## src/rtl/mdio_master.sv

```systemverilog
// Clause 22 MDIO master: one 64-bit frame per command (128*CLK_DIV cycles, rsp_valid the cycle after); cmd_ready only in IDLE, no queueing.
// Optional MDIO_PRE_SUPPRESS_EN adds cmd_nopre, which skips the 32-bit preamble (32-bit frame).
module mdio_master #(
    parameter int CLK_DIV = 25
) (
    input  logic        clk,
    input  logic        reset_n,
    input  logic        cmd_valid,
    output logic        cmd_ready,
    input  logic        cmd_write,
    input  logic [4:0]  cmd_phy,
    input  logic [4:0]  cmd_reg,
    input  logic [15:0] cmd_wdata,
`ifdef MDIO_PRE_SUPPRESS_EN
    input  logic        cmd_nopre,
`endif
    output logic        rsp_valid,
    output logic [15:0] rsp_rdata,
    output logic        rsp_err,
    output logic        busy,
    output logic        mdc,
    input  logic        mdio_in,
    output logic        mdio_out,
    output logic        mdio_oen
);

    typedef enum logic [2:0] {
        S_IDLE,
        S_PRE,
        S_HDR,
        S_TA,
        S_DATA,
        S_DONE
    } state_t;

    typedef struct packed {
        logic [1:0]  st;
        logic [1:0]  op;
        logic [4:0]  phy;
        logic [4:0]  rg;
        logic [1:0]  ta;
        logic [15:0] data;
    } frame_t;

    localparam logic [7:0] PHASE_LOAD = 8'(CLK_DIV - 1);

    state_t      state_q, state_d;
    logic [7:0]  phase_q, phase_d;
    logic [5:0]  bit_cnt_q, bit_cnt_d;
    logic        mdc_q, mdc_d;
    logic [63:0] tx_q, tx_d;
    logic [15:0] rx_q, rx_d;
    logic        write_q, write_d;
    logic        ta_err_q, ta_err_d;
    logic [15:0] rdata_q, rdata_d;
    logic        err_q, err_d;

    logic        nopre;
    logic        accept;
    logic        in_frame;
    logic        phase_end;
    logic        bit_end;
    logic        last_bit;
    logic        released;
    frame_t      frame;

`ifdef MDIO_PRE_SUPPRESS_EN
    assign nopre = cmd_nopre;
`else
    assign nopre = 1'b0;
`endif

    assign in_frame  = (state_q == S_PRE) || (state_q == S_HDR) ||
                       (state_q == S_TA)  || (state_q == S_DATA);
    assign accept    = cmd_valid && (state_q == S_IDLE);
    assign phase_end = (phase_q == 8'd0);
    assign bit_end   = in_frame && phase_end && mdc_q;
    // Read frames hand the pad to the PHY from the first turnaround bit onward.
    assign released  = !write_q && ((state_q == S_TA) || (state_q == S_DATA));

    always_comb begin
        frame.st   = 2'b01;
        frame.op   = cmd_write ? 2'b01 : 2'b10;
        frame.phy  = cmd_phy;
        frame.rg   = cmd_reg;
        frame.ta   = cmd_write ? 2'b10 : 2'b11;
        frame.data = cmd_write ? cmd_wdata : 16'hFFFF;
    end

    always_comb begin
        last_bit = 1'b0;
        case (state_q)
            S_PRE:   last_bit = (bit_cnt_q == 6'd31);
            S_HDR:   last_bit = (bit_cnt_q == 6'd13);
            S_TA:    last_bit = (bit_cnt_q == 6'd1);
            S_DATA:  last_bit = (bit_cnt_q == 6'd15);
            default: last_bit = 1'b0;
        endcase
    end

    // State register
    always_ff @(posedge clk or negedge reset_n) begin
        if (!reset_n) begin
            state_q <= S_IDLE;
        end else begin
            state_q <= state_d;
        end
    end

    // Next-state logic
    always_comb begin
        state_d = state_q;
        case (state_q)
            S_IDLE: if (accept)              state_d = nopre ? S_HDR : S_PRE;
            S_PRE:  if (bit_end && last_bit) state_d = S_HDR;
            S_HDR:  if (bit_end && last_bit) state_d = S_TA;
            S_TA:   if (bit_end && last_bit) state_d = S_DATA;
            S_DATA: if (bit_end && last_bit) state_d = S_DONE;
            S_DONE:                          state_d = S_IDLE;
            default:                         state_d = S_IDLE;
        endcase
    end

    // Output logic
    always_comb begin
        cmd_ready = (state_q == S_IDLE);
        busy      = in_frame;
        rsp_valid = (state_q == S_DONE);
        rsp_rdata = rdata_q;
        rsp_err   = err_q;
        mdc       = mdc_q;
        mdio_oen  = !in_frame || released;
        mdio_out  = (in_frame && !released) ? tx_q[63] : 1'b1;
    end

    // Datapath next-state: MDC phase timing, frame shift-out, read shift-in
    always_comb begin
        phase_d   = phase_q;
        bit_cnt_d = bit_cnt_q;
        mdc_d     = mdc_q;
        tx_d      = tx_q;
        rx_d      = rx_q;
        write_d   = write_q;
        ta_err_d  = ta_err_q;
        rdata_d   = rdata_q;
        err_d     = err_q;
        if (accept) begin
            phase_d   = PHASE_LOAD;
            bit_cnt_d = 6'd0;
            mdc_d     = 1'b0;
            write_d   = cmd_write;
            tx_d      = nopre ? {frame, 32'hFFFF_FFFF} : {32'hFFFF_FFFF, frame};
        end else if (in_frame) begin
            if (!phase_end) begin
                phase_d = phase_q - 8'd1;
            end else begin
                phase_d = PHASE_LOAD;
                mdc_d   = !mdc_q;
                if (!mdc_q) begin
                    // Rising MDC: the PHY's bit has been stable for a full low phase.
                    if (!write_q && (state_q == S_TA) && (bit_cnt_q == 6'd1)) begin
                        ta_err_d = mdio_in;
                    end
                    if (!write_q && (state_q == S_DATA)) begin
                        rx_d = {rx_q[14:0], mdio_in};
                    end
                end else begin
                    tx_d      = {tx_q[62:0], 1'b1};
                    bit_cnt_d = last_bit ? 6'd0 : bit_cnt_q + 6'd1;
                    // Publish read results so they are visible alongside rsp_valid.
                    if ((state_q == S_DATA) && last_bit && !write_q) begin
                        rdata_d = rx_q;
                        err_d   = ta_err_q;
                    end
                end
            end
        end
    end

    always_ff @(posedge clk or negedge reset_n) begin
        if (!reset_n) begin
            phase_q   <= 8'd0;
            bit_cnt_q <= 6'd0;
            mdc_q     <= 1'b0;
            tx_q      <= '1;
            rx_q      <= 16'd0;
            write_q   <= 1'b0;
            ta_err_q  <= 1'b0;
            rdata_q   <= 16'd0;
            err_q     <= 1'b0;
        end else begin
            phase_q   <= phase_d;
            bit_cnt_q <= bit_cnt_d;
            mdc_q     <= mdc_d;
            tx_q      <= tx_d;
            rx_q      <= rx_d;
            write_q   <= write_d;
            ta_err_q  <= ta_err_d;
            rdata_q   <= rdata_d;
            err_q     <= err_d;
        end
    end

endmodule

```

## config.mk

```make
export PLATFORM = sky130hd
export DESIGN_NAME = mdio_master
export DESIGN_NICKNAME = d
export VERILOG_FILES = /design/src/rtl/mdio_master.sv
export SDC_FILE = /design/constraint.sdc
export NUM_CORES = 1
export LEC_CHECK = 0
export CAP_MARGIN = 20
export CORE_MARGIN = 5
export CORE_UTILIZATION = 40
export DETAILED_ROUTE_END_ITERATION = 6
export GPL_ROUTABILITY_DRIVEN = 0
export PLACE_DENSITY_LB_ADDON = 0.3
export SLEW_MARGIN = 25
export SYNTH_ARGS = -nofsm -noshare
export SYNTH_HDL_FRONTEND = slang
export SYNTH_SLANG_ARGS = --single-unit
```

## constraint.sdc

```tcl
create_clock -name clk -period 2.5 [get_ports clk]
set_clock_uncertainty 0.2 [all_clocks]
set_input_delay 0.25 -clock clk [delete_from_list [all_inputs] [get_ports clk]]
set_output_delay 0.25 -clock clk [all_outputs]
set_load 0.02 [all_outputs]
```

==> results.md <==
* Synth cell count leaders: nor2_1 (91), nand2_1 (73), dfstp_2 (64)
* Area Growth Syn to Fin at 36.5%
* Yosys top cell area share at 0.317
* Yosys cell types at 49
* Gr ovfl total at 0
* CTS tree: built
* Clk_lat worst skew at slightly above 400 ps
* Max-slew violation count at 0
* Routed Antenna Nets at 0
* Final hold viol count at 0
* Ranking of synthesized cells by area: dfstp_2 (32%), dfrtp_1 (25%), nor2_1 (6.4%)
* Port-buffer cells at 53
* Crit path required time at approximately 2600 ps
* Drt first pass iters at 4
* Die width at 125 um
* Die span in y at roughly 130 um
* Final Core Density at 0.550
* R2R Setup Slk at -220 ps
* Register Area at approximately 3000 um2
* Crit-path max cell delay at around 460 ps
* First-pass GRT wire length at slightly below 20000 um
* Hold path cells at 3
* Setup tns final at -3400 ps
* Overall power at roughly 4800 uW
* CORE AREA at between 10000 and 15000 um2
* Final Cycle Share at 1.09
* Smallest hold slack at roughly 180 ps
* Drt via density at approximately 5.1
* Starting DRT DRC Count at approximately 190
* Cell area power density at roughly 660 nW/um2
* Worst setup EP type: register
* Sw Pwr at approximately 960 uW
* P_int at between 3000 and 4000 uW
* DR DRC count at 0
* Root buffer cell: clkbuf_16
* Final setup viols at 17
* RR Startpoint: phase_q[1]
* Status: finished with violations
* Placement row count at between 40 and 50
* H-tree depth at 4
* Worst-case clock buffer depth at 2
* Synth async-reset ratio at 1.00
* WL/cell at 14.7 um
* # nets final at ~650
* Syn Area/Cell at between 10 and 15 um2
* Post-Syn Area at approximately 5300 um2
* N_diodes at 0
* Total wire length at around 12000 um
* Fmax at approximately 370 MHz
* R2r endpoint: rsp_rdata[11]
* Final min period at between 2000 and 3000 ps
* Post-Syn Nets at approximately 560
* Multi-input gate area at 2190 um2
* Sw Share at 0.201
* CP Class: register to register
* Antenna violations before repair at 0
* Share of layout cells above drive strength 1 at 0.320
* Slowest cell on crit path: or4bb_4
* Tot GR Track Use at 0.150
* Slew headroom at 0.591
* Max Cap Viol at 0
* Die ar. at between 15000 and 20000 um2
* Filler instances at 1128
* Number of global-route vias before repair at a little over 4000
* Setup repair after global routing missed its margin: yes
* Most common cell in the synthesized netlist: nor2_1
* Pleak at about 0.0033 uW
* Max VDD drop at approximately 0.00053 V
* Ys Warns at 0
* Critical Path AT at between 2000 and 3000 ps
* Worst-path cell chain: inv_2 > ha_4 > or4bb_4 > nor4_4 > o21ai_2 > or3_4 > buf_16 > mux2_4
* Hold Path Origin: cmd_reg[3]
* Sequential share of the synthesized area at 0.568
* Power share of the clock group at 0.582
* DP HPWL at ~7200 um
* # IOs at between 50 and 60
* CP startpoint kind: register
* Worst Max-Slew Pin Slew at 613 ps
* Clock buffer count from CTS at 17
* Clk slew on worst S/H paths at around 60 ps
* Largest net degree at the start of global routing at 56
* Violated checks: negative setup slack
* Logic pwr share at 0.021
* Maximum fanout along the worst path at 8
* Post-synth top area cell: dfstp_2
* Starting Density at 0.403
* Setup WS post-layout at -217 ps
* Flop pwr share at 0.397
* Min-Delay Endpoint: tx_q[21]
* Clk sinks at about 120
* Yosys reg bits at around 120
* Worst R2R Path Depth at 8
* Hold WC Path Type: input port to register
* Synth Flop Type: dfstp_2
* EDFF count, synth at 0
* Via count at roughly 4100
* Cells after synthesis at 520
## per-stage QoR
stage,instances,instance area (um2),setup WS (ps)
2_1_floorplan,520,5320,-265
3_3_place_gp,753,6250,-82.6
5_1_grt,801,7230,-288
3_5_place_dp,753,6250,-140
4_1_cts,791,7050,-134
6_report,801,7230,-217
## repair_timing
action                                 in CTS  in global routing
setup endpoints to repair                  25                 28
gates resized for setup                    16                 20
cloned                                      2                  2
endpoints found under the hold margin      24                  0
setup buffers                               3                  9
pin swaps                                   1                  5
hold buffers                                1                  0
## placed cells by master, fill, tap and decap left out, types with 4 or more instances in the layout
cell type and count:
a31oi_1 29, buf_12 9, buf_4 39, bufinv_16 6, clkbuf_16 19, clkdlybuf4s50_1 48
dfrtp_1 53, dfstp_2 64, inv_1 7, mux2_2 24, mux2_4 10, nand2_1 71
nand3_1 4, nor2_1 91, nor3_1 40, nor3b_1 15, o21ai_0 14, or3_1 4
xnor2_1 6
## power groups by stage
stage	clock [uW]	combinational, uW	sequential (uW)
after floorplan	0	6.12	1930
after global placement	0	102	1930
after detailed placement	0	103	1930
after CTS	2820	104	1900
after global routing	2920	114	1900
final	2790	101	1900
## sequential cells by signal (all words and copies together), names as in the netlist
signal     cells
state_q        3
rsp_err        1
rsp_rdata     16
write_q        1
rx_q          16
ta_err_q       1
bit_cnt_q      6
mdc            1
phase_q        8
tx_q          64
## layout make-up
class,count,share of cell area
Sequential cell,117,0.416
Multi-Input combinational cell,361,0.303
Timing Repair Buffer,105,0.152
Clock buffer,17,0.0588
Clock inverter,15,0.0348
Tap cell,176,0.0305
Inverter,10,0.00519
## per-layer routing
| metal | up-vias | part of all wire | wire length [um] | GRT usage |
|---|---|---|---|---|
| li1 | 1981 | - | - | - |
| met1 | 2000 | 0.46 | 5460 | 0.200 |
| met2 | 72 | 0.49 | 5790 | 0.234 |
| met3 | 9 | 0.034 | 397 | 0.0465 |
| met4 | 0 | 0.011 | 135 | 0.0478 |
| met5 | - | 0 | 0 | 0 |
## logic make-up (layout without fill, tap and decap cells)
group,Yosys count,count (layout),synth area share
AND/OR/NAND/NOR,258,258,0.232
multiplexers,35,35,0.0812
adder cells (fa/ha/maj),4,4,0.00945
flip-flops,117,117,0.568
XOR/XNOR,6,6,0.00992
AO/OA/AOI/OAI,58,58,0.0678
buffers and inverters,42,147,0.0316
## how the worst max path moves through the flow
stage	from	to	slack, ps	cells after the start
3_5_place_dp	phase_q[1]	rsp_rdata[7]	-140	8
3_3_place_gp	phase_q[1]	rsp_rdata[12]	-80	8
4_1_cts	phase_q[1]	rsp_rdata[11]	-130	8
2_1_floorplan	phase_q[0]	rsp_rdata[10]	-270	9
6_report	phase_q[1]	rsp_rdata[11]	-220	8
5_1_grt	phase_q[1]	rsp_rdata[11]	-290	8
## critical path, delay by kind of cell, from the launching register on
family	cells	cell delay (ps)
AND/OR/NAND/NOR	3	1210
flip-flops	1	400
multiplexers	1	290
buffers and inverters	2	260
adder cells (fa/ha/maj)	1	130
AO/OA/AOI/OAI	1	120
Power figures use the tool's default switching activity.
==> variant 1 (config.mk and constraints unchanged) <==
Make the reset (`reset_n`) synchronous in 2 clocked blocks.
--- a/src/rtl/mdio_master.sv
+++ b/src/rtl/mdio_master.sv
@@ -99,7 +99,7 @@
     end
 
     // State register
-    always_ff @(posedge clk or negedge reset_n) begin
+    always_ff @(posedge clk) begin
         if (!reset_n) begin
             state_q <= S_IDLE;
         end else begin
@@ -177,7 +177,7 @@
         end
     end
 
-    always_ff @(posedge clk or negedge reset_n) begin
+    always_ff @(posedge clk) begin
         if (!reset_n) begin
             phase_q   <= 8'd0;
             bit_cnt_q <= 6'd0;
Formal check against the unedited RTL: differs if reset_n is asserted again (counterexample within 4 cycles, from zero or initial values and one cycle with reset_n low); with reset_n held inactive, the same outputs for 10 cycles.
==> variant 1 against the unedited design <==
- routed wire length shrank 10%
- sequential cell count unchanged
- area after synthesis is 9.9% lower
- design area shrank 16%
- critical endpoint is now cmd_ready
- first-iteration DRC count is 68% higher
- hold slack gained 0.051 ns
- worst setup slack improved by 0.34 ns
- synthesized cell count increased by 10%
Power is not compared: it rests on default switching activity, and its combinational part moved more than twofold at a synthesized area within 25%.
==> variant 1: results (changes against the unedited design) <==
[status]
outcome = finished clean

[timing]
worst_pin_slew_ns = 0.486  ; -0.127 ns
hold-worst-slack_ns = 0.228  ; +0.0510 ns

[drt]
drt-met1-wl_um = 4920  ; -10%
wl_met3_um = 487  ; +23%
dr_wl_met2_um = 5110  ; -12%
dr_total_vias = 4081  ; +0.47%
wl_per_cell_um = 13.6  ; -7.6%

[cells_and_area]
nonClockInverterCount = 7  ; -3
multi_input_area_share_pct = 37.2  ; +6.9 points
seq_share_pct = 38.8  ; -2.8 points
fin_cells = 779  ; -2.7%
fill_cells = 1108  ; -1.8%
multi_input_gates = 406  ; +12%
nets = 655  ; +1.2%
bufAreaShareNonClock_pct = 11.8  ; -3.4 points
layout-drive-gt1-share_pct = 10.1  ; -22 points
buffers_excl_clock = 72  ; -31%

[setup_path]
crit_family = buffers and inverters
cp-endpoint = cmd_ready
slowest_delay_ns = 0.71  ; +0.25 ns
r2r_slack_ns = 0.26  ; +0.48 ns
reg2reg_from = state_q[1]
critPathMaxFanout = 13  ; +5
cp_data_arrival_time_ns = 1.93  ; -0.89 ns

[yosys]
syn-num-nets = 606  ; +9.2%
synth_compound_area_share_pct = 8.41  ; +1.6 points
synth_cells = 572  ; +10%
async_reset_ff_share_pct = 0  ; -100 points
synth_xor_area_share_pct = 1.28  ; +0.29 points
ys_top_cells_by_area = dfxtp_1 (49%), nand2_1 (12%), nand3_1 (8.1%)
yosysSeqAreaShare_pct = 49.1  ; -7.7 points
synth.mux.area_fraction_pct = 7.13  ; -0.99 points
yosysUniqueCellTypes = 47  ; -4.1%
synthAdderAreaFrac_pct = 0.786  ; -0.16 points

[grt]
grt_use_met3_pct = 4.51  ; -0.14 points
grt_pass1_vias = 3783  ; -6.5%
grt.total_usage_pct = 15.3  ; +0.35 points
grt_pass1_wl_um = 17800  ; -8.2%
met2_usage_pct = 24.4  ; +1.0 points

[min_path]
min_to = tx_q[8]

[place]
hpwl_um = 7060  ; -1.3%

[die]
die_w_um = 119  ; -4.7%

variant 1: cell families (layout without fill, tap and decap cells):
kind of cell	Yosys count	count (layout)
xor+xnor	7	7
simple gates	306	306
flops	117	117
fa+ha+maj	3	3
mux	34	34
compound gates	56	56
buf+inv	49	109
variant 1: what timing repair did:
item | 4_1_cts | 5_1_grt
hold buffers | 1 | 0
hold endpoints to repair | 2 | 0
gates cloned | 0 | 0
gates resized for setup | 6 | 6
setup endpoints to repair | 2 | 13
buffers inserted | 0 | 0
variant 1: tightest hold or removal path, cell delays in order:
cell             delay, ns
clkdlybuf4s50_1       0.45
a21oi_1               0.05
nand3_1               0.06
variant 1: where the power goes:
group          internal, mW  leakage, nW  total [mW]  switching [mW]
Clock                  1.36        0.260        2.15           0.793
Combinational         0.319         1.28       0.734           0.415
Sequential             2.00        0.954        2.12           0.115
Total                  3.68         2.50        5.01            1.32
==> variant 2 (same settings) <==
Made on the original files. The option `MDIO_PRE_SUPPRESS_EN` is turned on by a define.
--- a/src/rtl/mdio_master.sv
+++ b/src/rtl/mdio_master.sv
@@ -1,5 +1,7 @@
 // Clause 22 MDIO master: one 64-bit frame per command (128*CLK_DIV cycles, rsp_valid the cycle after); cmd_ready only in IDLE, no queueing.
 // Optional MDIO_PRE_SUPPRESS_EN adds cmd_nopre, which skips the 32-bit preamble (32-bit frame).
+`define MDIO_PRE_SUPPRESS_EN
+
 module mdio_master #(
     parameter int CLK_DIV = 25
 ) (
Ports: changed (added cmd_nopre); port bits go from 54 to 55. The function was not compared with the original's and may differ.
==> variant 2 against the unedited design <==
- the run still ends with setup timing left
- routed wire length increased by 16%
- area after synthesis increased by 4.5%
- die area increased by 4.2%
- maximum frequency increased by 7.1%
- sequential cell count unchanged
- final cell count increased by 5.4%
- design area increased by 3.7%
- worst setup slack improved by 0.18 ns
- via count increased by 11%
- critical endpoint is now rx_q[1]
Power is not compared: it rests on default switching activity, and its combinational part moved more than twofold at a synthesized area within 25%.
==> variant 2: results (changes against the unedited design) <==
[yosys]
netlist_top_cells_count = nand2_1 (111), dfstp_2 (64), dfrtp_1 (53), nor2_1 (45), a21oi_1 (36)
yosysUniqueCellTypes = 59  ; +20%
synth_xor_area_share_pct = 1.11  ; +0.12 points
synth_compound_area_share_pct = 11.3  ; +4.6 points
ys_top_cells_by_area = dfstp_2 (30%), dfrtp_1 (24%), nand2_1 (7.5%)
syn-num-nets = 591  ; +6.5%
yosysSeqAreaShare_pct = 54.3  ; -2.5 points
synth.mux.area_fraction_pct = 7.77  ; -0.35 points
synthAdderAreaFrac_pct = 0.904  ; -0.041 points

[status]
violations = setup timing
outcome = finished, violations left

[place]
place_area_um2 = 6570  ; +5.2%

[timing]
finalSetupTns_ns = -0.395  ; +3.01 ns
setup_viol = 22  ; +5
setup_slack_ns = -0.0362  ; +0.180 ns

[cells_and_area]
fill_cells = 1200  ; +6.4%
layout-drive-gt1-share_pct = 33.3  ; +1.3 points
fin_util_pct = 54.6  ; -0.41 points
nets = 687  ; +6.2%

[drt]
wl_per_cell_um = 16.3  ; +11%

[grt]
met2_usage_pct = 26.7  ; +3.3 points
grt_use_met1_pct = 22.1  ; +2.1 points
grt_use_met3_pct = 5.08  ; +0.44 points
grt_pass1_vias = 4552  ; +12%
grt.total_usage_pct = 17.2  ; +2.2 points
grt_start_max_net_pins = 62  ; +11%

[min_path]
hold_path_class = in2async

[setup_path]
slowest_delay_ns = 0.56  ; +0.10 ns
critical_path.slowest_cell = or4_4

[clock_network]
root_buffer = clkbuf_16

## variant 2: cell count changes after synthesis, moves of 9 or more
cell / before / now
nand3_1: 4 / 13
nor2_1: 91 / 45
nor3_1: 40 / 17
a21oi_1: 2 / 36
o21ai_0: 15 / 34
nand2_1: 73 / 111
## variant 2: cells by family (layout without fill, tap and decap cells)
family,after synthesis,in the layout
buffers and inverters,43,151
XOR/XNOR,7,7
multiplexers,35,35
AO/OA/AOI/OAI,111,111
AND/OR/NAND/NOR,238,239
flip-flops,117,117
adder cells (fa/ha/maj),4,4
## variant 2: area by class of cell
type | instances | share of cell area, %
clock buffers | 20 | 5.96
clock inverters | 12 | 1.72
inverters | 5 | 0.250
multi-input cells | 396 | 33.6
flip-flops and latches | 117 | 40.1
well taps | 180 | 3.01
repair buffers | 114 | 15.3
## variant 2: worst paths after layout
kind | start | to | slack [ns] | depth (start not counted)
max in group asynchronous | reset_n | tx_q[42] | 1.16 | 3
min in group clk | cmd_wdata[10] | tx_q[10] | 0.25 | 3
hold / removal | reset_n | phase_q[2] | 0.18 | 2
hold reg to reg | tx_q[14] | tx_q[14] | 0.27 | 2
setup / recovery | phase_q[5] | rx_q[1] | -0.04 | 4
setup reg to reg | phase_q[5] | rx_q[1] | -0.04 | 4
## variant 2: critical path: cells and delay by family (launching register included)
kind	cells	cell delay (ns)
flops	1	0.38
mux	1	0.33
simple gates	3	1.51
## variant 2: stage by stage
stage | cells | setup WS (ns) | power (mW) | hold slack (ns)
2_1_floorplan | 555 | -0.206 | 2.11 | -0.246
3_3_place_gp | 795 | -0.0549 | 2.24 | 0.0963
3_5_place_dp | 795 | -0.0802 | 2.25 | 0.100
4_1_cts | 837 | -0.0621 | 4.64 | 0.207
5_1_grt | 844 | -0.0785 | 4.77 | 0.229
6_report | 844 | -0.0362 | 4.61 | 0.179
## variant 2: timing repair
action                     in CTS  in global routing
hold endpoints to repair       14                  0
gates resized for setup        26                 32
cloned                          2                  4
pin swaps                       1                  7
setup endpoints to repair      38                 99
setup buffers                   7                  6
hold buffers                    1                  0
## variant 2: power by group through the flow
stage | logic, mW | clock network (mW) | registers (mW)
2_1_floorplan | 0.0655 | 0 | 2.04
3_5_place_dp | 0.199 | 0 | 2.05
6_report | 0.203 | 2.39 | 2.02
3_3_place_gp | 0.193 | 0 | 2.05
5_1_grt | 0.229 | 2.51 | 2.03
4_1_cts | 0.203 | 2.42 | 2.02
## variant 2: per-layer routing
layer	routed length [um]	up-vias	part of all wire, %
met1	6100	2246	44
li1	-	2136	-
met5	0	-	0
met3	605	29	4.4
met4	347	0	2.5
met2	6680	96	49
